--- src/rtl/gate_mux_selftest.sv ---
// Self-test sequencer for the MUX-based logic-gate block: walks a/b through all four
// input combinations, checks the seven gate outputs against their truth table and reports results.
module gate_mux_selftest #(
   parameter int HOLD_CYCLES = 2
) (
   input  logic       clk,
   input  logic       rst_n,
   input  logic       start,
   output logic       a,
   output logic       b,
   input  logic       yand,
   input  logic       ynand,
   input  logic       yor,
   input  logic       ynor,
   input  logic       ynot,
   input  logic       yxor,
   input  logic       yxnor,
   output logic       busy,
   output logic       done,
   output logic       pass,
   output logic [4:0] err_count,
   output logic [6:0] fail_mask,
   output logic [3:0] fail_vec
);

   typedef enum logic [1:0] {
      IDLE,
      DRIVE,
      DONE
   } state_t;

   localparam logic [3:0] HOLD_LAST = 4'(HOLD_CYCLES - 1);

   state_t     state;
   state_t     state_next;
   logic [1:0] vec;
   logic [3:0] hold_cnt;
   logic       sample;
   logic [6:0] expected;
   logic [6:0] observed;
   logic [6:0] mismatch;
   logic [4:0] mism_pop;
   logic [4:0] err_next;

   // The vector counter is itself the registered a/b drive.
   assign a = vec[1];
   assign b = vec[0];

   always_ff @(posedge clk or negedge rst_n) begin
      if (!rst_n) begin
         state <= IDLE;
      end else begin
         state <= state_next;
      end
   end

   always_comb begin
      state_next = state;
      busy       = 1'b0;
      done       = 1'b0;
      sample     = 1'b0;
      case (state)
         IDLE: begin
            if (start) begin
               state_next = DRIVE;
            end
         end
         DRIVE: begin
            busy   = 1'b1;
            sample = (hold_cnt == HOLD_LAST);
            if (sample && (vec == 2'd3)) begin
               state_next = DONE;
            end
         end
         DONE: begin
            done       = 1'b1;
            state_next = IDLE;
         end
         default: begin
            state_next = IDLE;
         end
      endcase
   end

   // Bit order matches fail_mask: and, nand, or, nor, not, xor, xnor from bit 0 up.
   always_comb begin
      expected = {~(a ^ b), a ^ b, ~a, ~(a | b), a | b, ~(a & b), a & b};
      observed = {yxnor, yxor, ynot, ynor, yor, ynand, yand};
      mismatch = observed ^ expected;
      mism_pop = 5'd0;
      for (int i = 0; i < 7; i++) begin
         mism_pop = mism_pop + {4'd0, mismatch[i]};
      end
      err_next = err_count + mism_pop;
   end

   // Results clear only on an accepted start, so they stay readable after DONE.
   always_ff @(posedge clk or negedge rst_n) begin
      if (!rst_n) begin
         vec       <= 2'd0;
         hold_cnt  <= 4'd0;
         pass      <= 1'b0;
         err_count <= 5'd0;
         fail_mask <= 7'd0;
         fail_vec  <= 4'd0;
      end else begin
         case (state)
            IDLE: begin
               if (start) begin
                  vec       <= 2'd0;
                  hold_cnt  <= 4'd0;
                  pass      <= 1'b0;
                  err_count <= 5'd0;
                  fail_mask <= 7'd0;
                  fail_vec  <= 4'd0;
               end
            end
            DRIVE: begin
               if (sample) begin
                  hold_cnt       <= 4'd0;
                  err_count      <= err_next;
                  fail_mask      <= fail_mask | mismatch;
                  fail_vec[vec]  <= fail_vec[vec] | (mismatch != 7'd0);
                  if (vec == 2'd3) begin
                     vec  <= 2'd0;
                     pass <= (err_next == 5'd0);
                  end else begin
                     vec <= vec + 2'd1;
                  end
               end else begin
                  hold_cnt <= hold_cnt + 4'd1;
               end
            end
            default: begin
            end
         endcase
      end
   end

endmodule

--- config.mk ---
export PLATFORM = sky130hd
export DESIGN_NAME = gate_mux_selftest
export DESIGN_NICKNAME = d
export VERILOG_FILES = /design/src/rtl/gate_mux_selftest.sv
export SDC_FILE = /design/constraint.sdc
export NUM_CORES = 1
export LEC_CHECK = 0
export ABC_AREA = 1
export BUFFER_PORTS_ARGS = -buffer_cell sky130_fd_sc_hd__buf_2
export CORE_MARGIN = 10
export CORE_UTILIZATION = 50
export CTS_BUF_LIST = sky130_fd_sc_hd__clkbuf_4
export DETAILED_ROUTE_END_ITERATION = 10
export PLACE_DENSITY = 0.73
export SYNTH_ARGS = -nofsm -noshare
export SYNTH_HDL_FRONTEND = slang
export SYNTH_SLANG_ARGS = --single-unit
--- constraint.sdc ---
create_clock -name clk -period 5.8 [get_ports clk]
set_input_delay 0.58 -clock clk [delete_from_list [all_inputs] [get_ports clk]]
set_output_delay 0.58 -clock clk [all_outputs]
set_load 0.05 [all_outputs]
=== Yosys cells after proc, flatten, opt, wreduce, memory -nomap -nowiden ===
Cells that the tools add are included.

* Add/sub/neg operators: 9
* Magnitude comparators: 2
* Reduce and logical (&&, ||, !) cells: 10
* Bitwise gates (word level): 10
* Multiplexer cells: 30
* Eq/ne operators: 8

{| class="wikitable"
|+ Operator list
! cell !! number
|-
| $pmux W4 S2 || 2
|-
| $mux W7 || 2
|-
| $pmux W7 S2 || 1
|-
| $mux W4 || 3
|-
| $add A5 B1 Y5 || 2
|-
| $mux W2 || 5
|-
| $mux W5 || 2
|-
| $pmux W5 S2 || 1
|-
| $mux W1 || 8
|-
| $ne A2 B2 Y1 const B || 4
|-
| $pmux W2 S2 || 2
|-
| $or A7 B7 Y7 || 1
|-
| $reduce_bool A7 Y1 || 1
|-
| $xor A7 B7 Y7 || 1
|-
| $add A4 B1 Y5 || 1
|-
| $add A5 B5 Y5 || 1
|-
| $logic_not A5 Y1 || 1
|-
| $add A3 B1 Y4 || 1
|-
| $add A4 B1 Y4 const B || 1
|-
| $bwmux W4 || 1
|-
| $eq A2 B2 Y1 const B || 2
|-
| $eq A4 B1 Y1 const B || 1
|-
| $not A1 Y1 || 4
|-
| $reduce_and A2 Y1 || 2
|-
| other kinds (17) || 19
|}

* Word-level logic and storage cells: 76
* Register bits: 25
* Output and inout port bits: 21
* Bits of input ports: 10

=== Longest topological paths before layout ===
Gate-level depths: netlist (run 1).

* Depth in word-level cells: 14
* Gate-level depth with buffers: 18

=== Worst setup path before layout (run 1) ===
Ideal clock, no wire load.

* Path kind: register to register
* Start point: register vec[1]
* End point: register pass
* Path buffers: 0
* Cell stages (with the launch flop): 19
* Slack: 1717 ps
* Period minus slack after synthesis: 4083 ps
* Arrival time: 4018 ps
* Cells stage by stage: dfrtp_1 > inv_1 > ha_1 > inv_1 > nand2_1 > nand2_1 > fa_1 > fa_1 > fa_1 > inv_1 > ha_1 > inv_1 > fa_1 > inv_1 > nor3_1 > nand2_1 > nor2_1 > nand3_1 > nand2_1

* Cells in the longest elaborated chain, start to end: 14

{| class="wikitable"
|+ Ends and longest elaborated chain
! element !! RTL line !! RTL
|-
| start: declaration || 36 || <nowiki>logic [1:0] vec;</nowiki>
|-
| start signal: assignment || 128 || <nowiki>vec <= vec + 2'd1;</nowiki>
|-
| $and A1 B1 Y1 || 87 || <nowiki>expected = {~(a ^ b), a ^ b, ~a, ~(a | b), a | b, ~(a & b), a & b};</nowiki>
|-
| $not A1 Y1 || 87 ||
|-
| $xor A7 B7 Y7 || 89 || <nowiki>mismatch = observed ^ expected;</nowiki>
|-
| $add A1 B1 Y2 || 92 || <nowiki>mism_pop = mism_pop + {4'd0, mismatch[i]};</nowiki>
|-
| $add A2 B1 Y3 || 92 ||
|-
| $add A3 B1 Y4 || 92 ||
|-
| $add A4 B1 Y5 || 92 ||
|-
| $add A5 B1 Y5 (2 in series) || 92 ||
|-
| $add A5 B5 Y5 || 94 || <nowiki>err_next = err_count + mism_pop;</nowiki>
|-
| $logic_not A5 Y1 || 126 || <nowiki>pass <= (err_next == 5'd0);</nowiki>
|-
| $mux W1 || 124 || <nowiki>if (vec == 2'd3) begin</nowiki>
|-
| $mux W1 || 119 || <nowiki>if (sample) begin</nowiki>
|-
| $pmux W1 S2 || 107 || <nowiki>case (state)</nowiki>
|-
| end signal: assignment || 126 ||
|-
| end: declaration || 20 || <nowiki>output logic pass,</nowiki>
|}

Parallel ways exist; a longest one is shown, timed or not. The select of a mux whose other input is x is not followed.
A chain may end at the register's enable or synchronous reset.

=== Worst setup path in the final report (run 1) ===
* Start point: register vec[0]
* End point: register pass

Same word-level chain as after synthesis.

==> impl_metrics.env, run 1 <==
export IMPL_dr_pass1_iters=4
export IMPL_worstSetupEndpointType="flip-flop"
export IMPL_clockBufferDepth=2
export IMPL_maxCapViolCount=0
export IMPL_h_tree_depth=1
export IMPL_die_h_um=77.2
export IMPL_cts_resized=0
export IMPL_fill_cells=305
export IMPL_ys_types=25
export IMPL_drc=0
export IMPL_final_cell_mix="44 x nand2_1, 30 x inv_1, 30 x buf_2, 28 x nor2_1, 25 x dfrtp_1"
export IMPL_hold_viol=0
export IMPL_cts_tree="yes"
export IMPL_die_area_sq_um=5950
export IMPL_n_antenna_cell=0
export IMPL_path_class="flip-flop to flip-flop"
export IMPL_maxSlewHeadroom_pct=61.8
export IMPL_synth_area_sq_um=1630
export IMPL_routabilityCongestion=0.860
export IMPL_rsz0062_at_grt="false"
export IMPL_grt_pass1_vias=1329
export IMPL_ys_seq_area_share_pct=38.3
export IMPL_fmax_mhz=246
export IMPL_synth_nets=225
export IMPL_areaGrowthSynthToFinish_pct=13.7
export IMPL_die_w_um=77.2
export IMPL_fin_crit_sh_pct=70.0
export IMPL_hpwl_um=2740
export IMPL_io_buffers=30
export IMPL_drtIter0Drc=104
export IMPL_worst_ep_arrival_time_ns=4.33
export IMPL_ant_nets=0
export IMPL_synth_seq_cells=25
export IMPL_setup_viol=0
export IMPL_layout_min_cycle_time_ns=4.06
export IMPL_cts_hold_buffers=0
export IMPL_slew_violations=0
export IMPL_pin_count=31
export IMPL_reg2regPathDepth=18
export IMPL_min_path_type="input port to asynchronous set/reset pin"
export IMPL_overflow=0
export IMPL_yosysWarningCount=0
export IMPL_tightestPinTransition_ns=0.572
export IMPL_start_util_pct=52.7
export IMPL_postCtsSetupBuffers=0
export IMPL_wl_per_cell_um=12.6
export IMPL_drive_gt1_share_pct=22.9
export IMPL_core_area_sq_um=3100
export IMPL_drt_total_wl_um=3470
export IMPL_final_common_cell="nand2_1"
export IMPL_grt_max_degree=26
export IMPL_placed_cell_area_sq_um=1830
export IMPL_required_ns=6.07
export IMPL_antenna_found_initial=0
export IMPL_cts_root_buf="clkbuf_4"
export IMPL_final_area_sq_um=1860
export IMPL_nets=259
export IMPL_cts_buffers=3
export IMPL_grt_util_all_layers_pct=12.3
export IMPL_finalClockSkew_ns=0.00608
export IMPL_rows=20
export IMPL_synth_area_per_cell_sq_um=8.25
export IMPL_synth_cells=198
export IMPL_vias=1300
export IMPL_grt_pass1_wl_um=6150
export IMPL_worst_setup_path_start_kind="flip-flop"
export IMPL_clk_latency_ns=0.32
export IMPL_status="completed"
export IMPL_clock_sinks=25
export IMPL_viasPerCell=4.73
export IMPL_setup_tns_final_ns=0
export IMPL_cp_max_fo=6
export IMPL_clkTransAtPathRegs_ns=0.14
-- flip-flops by register name, summed over array words and instances (netlist names) --
signal and cells:
err_count 5, fail_mask 7, fail_vec 4, hold_cnt 4
pass 1, state 2, vec 2
-- path summary, 6_finish.rpt --
check	start	endpoint	slack [ns]
min in group clk	pass	pass	0.51
min reg2reg	pass	pass	0.51
max reg2reg	vec[0]	pass	1.74
min	rst_n	fail_mask[1]	0.23
max in group asynchronous	rst_n	fail_vec[3]	5.19
max	vec[0]	pass	1.74
-- Yosys cell counts (all sizes together) --
| master | count | share of area [%] |
|---|---|---|
| a21oi | 3 | 0.92 |
| buf | 1 | 0.69 |
| dfrtp | 25 | 38 |
| fa | 4 | 4.9 |
| ha | 13 | 10 |
| inv | 33 | 8.2 |
| nand2 | 54 | 17 |
| nand3 | 12 | 4.0 |
| nand3b | 1 | 0.46 |
| nand4 | 1 | 0.38 |
| nor2 | 33 | 8.3 |
| nor3 | 2 | 0.61 |
| o21ai | 7 | 2.1 |
| o22ai | 3 | 1.1 |
| o31ai | 1 | 0.46 |
| xnor2 | 1 | 0.54 |
| xor2 | 4 | 2.1 |
-- routing by layer --
| metal | global-route usage [%] | wire (um) | vias to the layer above |
|---|---|---|---|
| li1 | - | - | 675 |
| met1 | 15.4 | 1620 | 598 |
| met2 | 20.2 | 1650 | 23 |
| met3 | 2.68 | 144 | 4 |
| met4 | 4.74 | 55 | 0 |
| met5 | 0 | 0 | - |
-- final cells by class --
class                      count  area, sq um  area share (%)
multi-input combinational    139          863            46.5
sequential                    25          626            33.7
timing repair buffer          30          150            8.08
inverter                      33          134            7.21
tap                           44         55.1            2.96
clock buffer                   4         30.0            1.62
-- critical path: stages (launching register included) --
cell	delay, ns
dfrtp_1	0.46
inv_1	0.18
ha_1	0.29
inv_1	0.09
nand2_1	0.06
nand2_1	0.11
fa_1	0.51
fa_1	0.53
fa_1	0.48
inv_1	0.07
ha_1	0.16
inv_1	0.06
fa_1	0.49
inv_1	0.04
nor3_1	0.15
nand2_1	0.07
nor2_1	0.11
nand3_1	0.09
nand2_1	0.07
-- kinds of logic (layout without fill, tap and decap cells) --
group,count (synthesis),after routing,share of synthesized area [%]
buffers and inverters,34,67,8.88
flip-flops,25,25,38.3
XOR/XNOR,5,5,2.68
AND/OR/NAND/NOR,103,103,30.6
adder cells (fa/ha/maj),17,17,14.9
AO/OA/AOI/OAI,14,14,4.67
-- per-stage QoR --
step	worst slack [ns]	hold WS (ns)	util (%)	std cells
after global placement	1.87	0.467	58.9	271
after CTS	1.76	0.250	59.9	275
after detailed placement	1.80	0.480	58.9	271
final	1.74	0.229	59.9	275
after global routing	1.49	0.252	59.9	275
after floorplan	1.72	0.284	-	198
Power of run 1 is not shown: default switching activity piles up to over one toggle a cycle in this logic, so the estimate is an artifact.
==> run 2: changes to the inputs <==
PLACE_DENSITY = 0.76   (was 0.73)
clock period = 3.55 ns   (was 5.8 ns; I/O delays follow)
==> impl_metrics.env, run 2 (synthesis results as in run 1) <==
export IMPL_slowest_delay_ns=0.56
export IMPL_die_h_um=77.2
export IMPL_hpwl_um=2800
export IMPL_clockBufferDepth=2
export IMPL_reg2reg_slack_ns=-0.12
export IMPL_placed_cell_area_sq_um=1940
export IMPL_drive_gt1_share_pct=34.4
export IMPL_clkTransAtPathRegs_ns=0.16
export IMPL_hold_slack_ns=-0.0230
export IMPL_n_antenna_cell=0
export IMPL_io_buffers=30
export IMPL_drtIter0Drc=44
export IMPL_grt_pass1_vias=1307
export IMPL_min_path_type="input port to asynchronous set/reset pin"
export IMPL_setup_viol=2
export IMPL_grt_max_degree=26
export IMPL_overflow=0
export IMPL_fin_ws_ns=-0.118
export IMPL_fmax_mhz=273
export IMPL_regArea_sq_um=633
export IMPL_routabilityCongestion=0.878
export IMPL_worst_setup_path_start_kind="flip-flop"
export IMPL_final_area_sq_um=2020
export IMPL_antenna_found_initial=0
export IMPL_hold_viol=25
export IMPL_nets=269
export IMPL_cts_tree="yes"
export IMPL_h_tree_depth=1
export IMPL_cts_hold_buffers=0
export IMPL_ant_nets=0
export IMPL_cts_buffers=3
export IMPL_slew_violations=0
export IMPL_final_cell_mix="41 x nand2_1, 30 x buf_2, 27 x nor2_1, 23 x inv_1, 23 x dfrtp_1"
export IMPL_die_w_um=77.2
export IMPL_areaGrowthSynthToFinish_pct=23.4
export IMPL_wl_per_cell_um=12.6
export IMPL_clk_latency_ns=0.34
export IMPL_start_util_pct=52.7
export IMPL_cts_root_buf="clkbuf_4"
export IMPL_reg_top3="fail_mask (7), err_count (5)"
export IMPL_core_area_sq_um=3100
export IMPL_grt_util_all_layers_pct=12.4
export IMPL_cp_max_fo=4
export IMPL_pin_count=31
export IMPL_rows=20
export IMPL_clock_sinks=25
export IMPL_drc=0
export IMPL_maxSlewHeadroom_pct=62.4
export IMPL_rsz0062_at_grt="true"
export IMPL_fill_cells=273
export IMPL_dr_pass1_iters=5
export IMPL_viasPerCell=4.80
export IMPL_crit_buf_inv=5
export IMPL_cp_slowest_cell="fa_1"
export IMPL_largest_reg_flops=7
export IMPL_layout_min_cycle_time_ns=3.67
export IMPL_drt_total_wl_um=3580
export IMPL_required_ns=3.85
export IMPL_path_delay_family="adder cells"
export IMPL_multiInputGateArea_sq_um=933
export IMPL_crit_chain="inv_4 > ha_4 > inv_2 > nand2_2 > nand2_2 > fa_1 > fa_1 > fa_1 > inv_2 > ha_4 > inv_2 > fa_2 > inv_2 > nor3_2 > nand2_1 > nor2_2 > nand3_1 > nand2_1"
export IMPL_grt_pass1_wl_um=6150
export IMPL_violations="hold timing, setup timing"
export IMPL_path_class="flip-flop to flip-flop"
export IMPL_worst_ep_arrival_time_ns=3.97
export IMPL_status="complete, but fails checks"
export IMPL_final_common_cell="nand2_1"
export IMPL_finalClockSkew_ns=0.00949
export IMPL_worstSetupEndpointType="flip-flop"
export IMPL_tightestPinTransition_ns=0.563
export IMPL_vias=1368
export IMPL_fin_crit_sh_pct=103
export IMPL_cpMostUsedCell="inv_2"
export IMPL_die_area_sq_um=5950
export IMPL_regMostFlops="fail_mask"
export IMPL_maxCapViolCount=0
run 2: cell count changes in the layout (fill, tap and decap cells not counted), sizes merged:
cell      delta
clkbuf       -1
buf         +10
clkinvlp     +1
run 2: worst reg2reg max path, stage by stage, from the launching register on:
cell	delay [ns]
dfrtp_4	0.54
inv_4	0.07
ha_4	0.13
inv_2	0.04
nand2_2	0.05
nand2_2	0.06
fa_1	0.49
fa_1	0.56
fa_1	0.42
inv_2	0.07
ha_4	0.13
inv_2	0.04
fa_2	0.53
inv_2	0.04
nor3_2	0.15
nand2_1	0.08
nor2_2	0.08
nand3_1	0.08
nand2_1	0.07
run 2: final cells by class:
type | instances | share of cell area, %
multi-input combinational | 139 | 46.3
clock buffer | 3 | 1.12
inverter | 33 | 6.89
clock inverter | 1 | 0.372
tap | 44 | 2.73
sequential | 25 | 31.4
timing repair buffer | 40 | 11.2
run 2: path summary, 6_finish.rpt:
| path | start | endpoint | cells after the start |
|---|---|---|---|
| worst max register to register | vec[0] | pass | 18 |
| worst min-delay path | rst_n | hold_cnt[3] | 1 |
| min in group clk | start | state[0] | 3 |
| max in group asynchronous | rst_n | vec[1] | 1 |
| worst max-delay path | vec[0] | pass | 18 |
| worst min register to register | pass | pass | 2 |
run 2: per-layer routing:
metal,vias up,part of all wire (%),track usage [%]
met3,4,4.6,2.56
met2,31,46,19.6
met1,636,48,15.8
met5,-,0,0
li1,697,-,-
met4,0,1.8,5.47
run 2: metrics by stage:
step                setup TNS (ns)  worst slack (ns)  instances  util (%)  hold slack, ns
CTS                         -0.189            -0.114        284      63.6        0.000626
global placement           -0.0436           -0.0361        280      62.5           0.388
floorplan                   -0.234            -0.132        198         -          0.0594
finish                      -0.169            -0.118        285      65.0         -0.0230
detailed placement          -0.196            -0.111        280      62.5           0.389
global route                -0.640            -0.301        285      65.0         0.00958
run 2: repair_timing:
item	in CTS	in global routing
setup endpoints to repair	3	3
pin swaps	2	10
setup buffers	0	1
gates resized for setup	5	9
Power of run 2 is left out for the same reason.
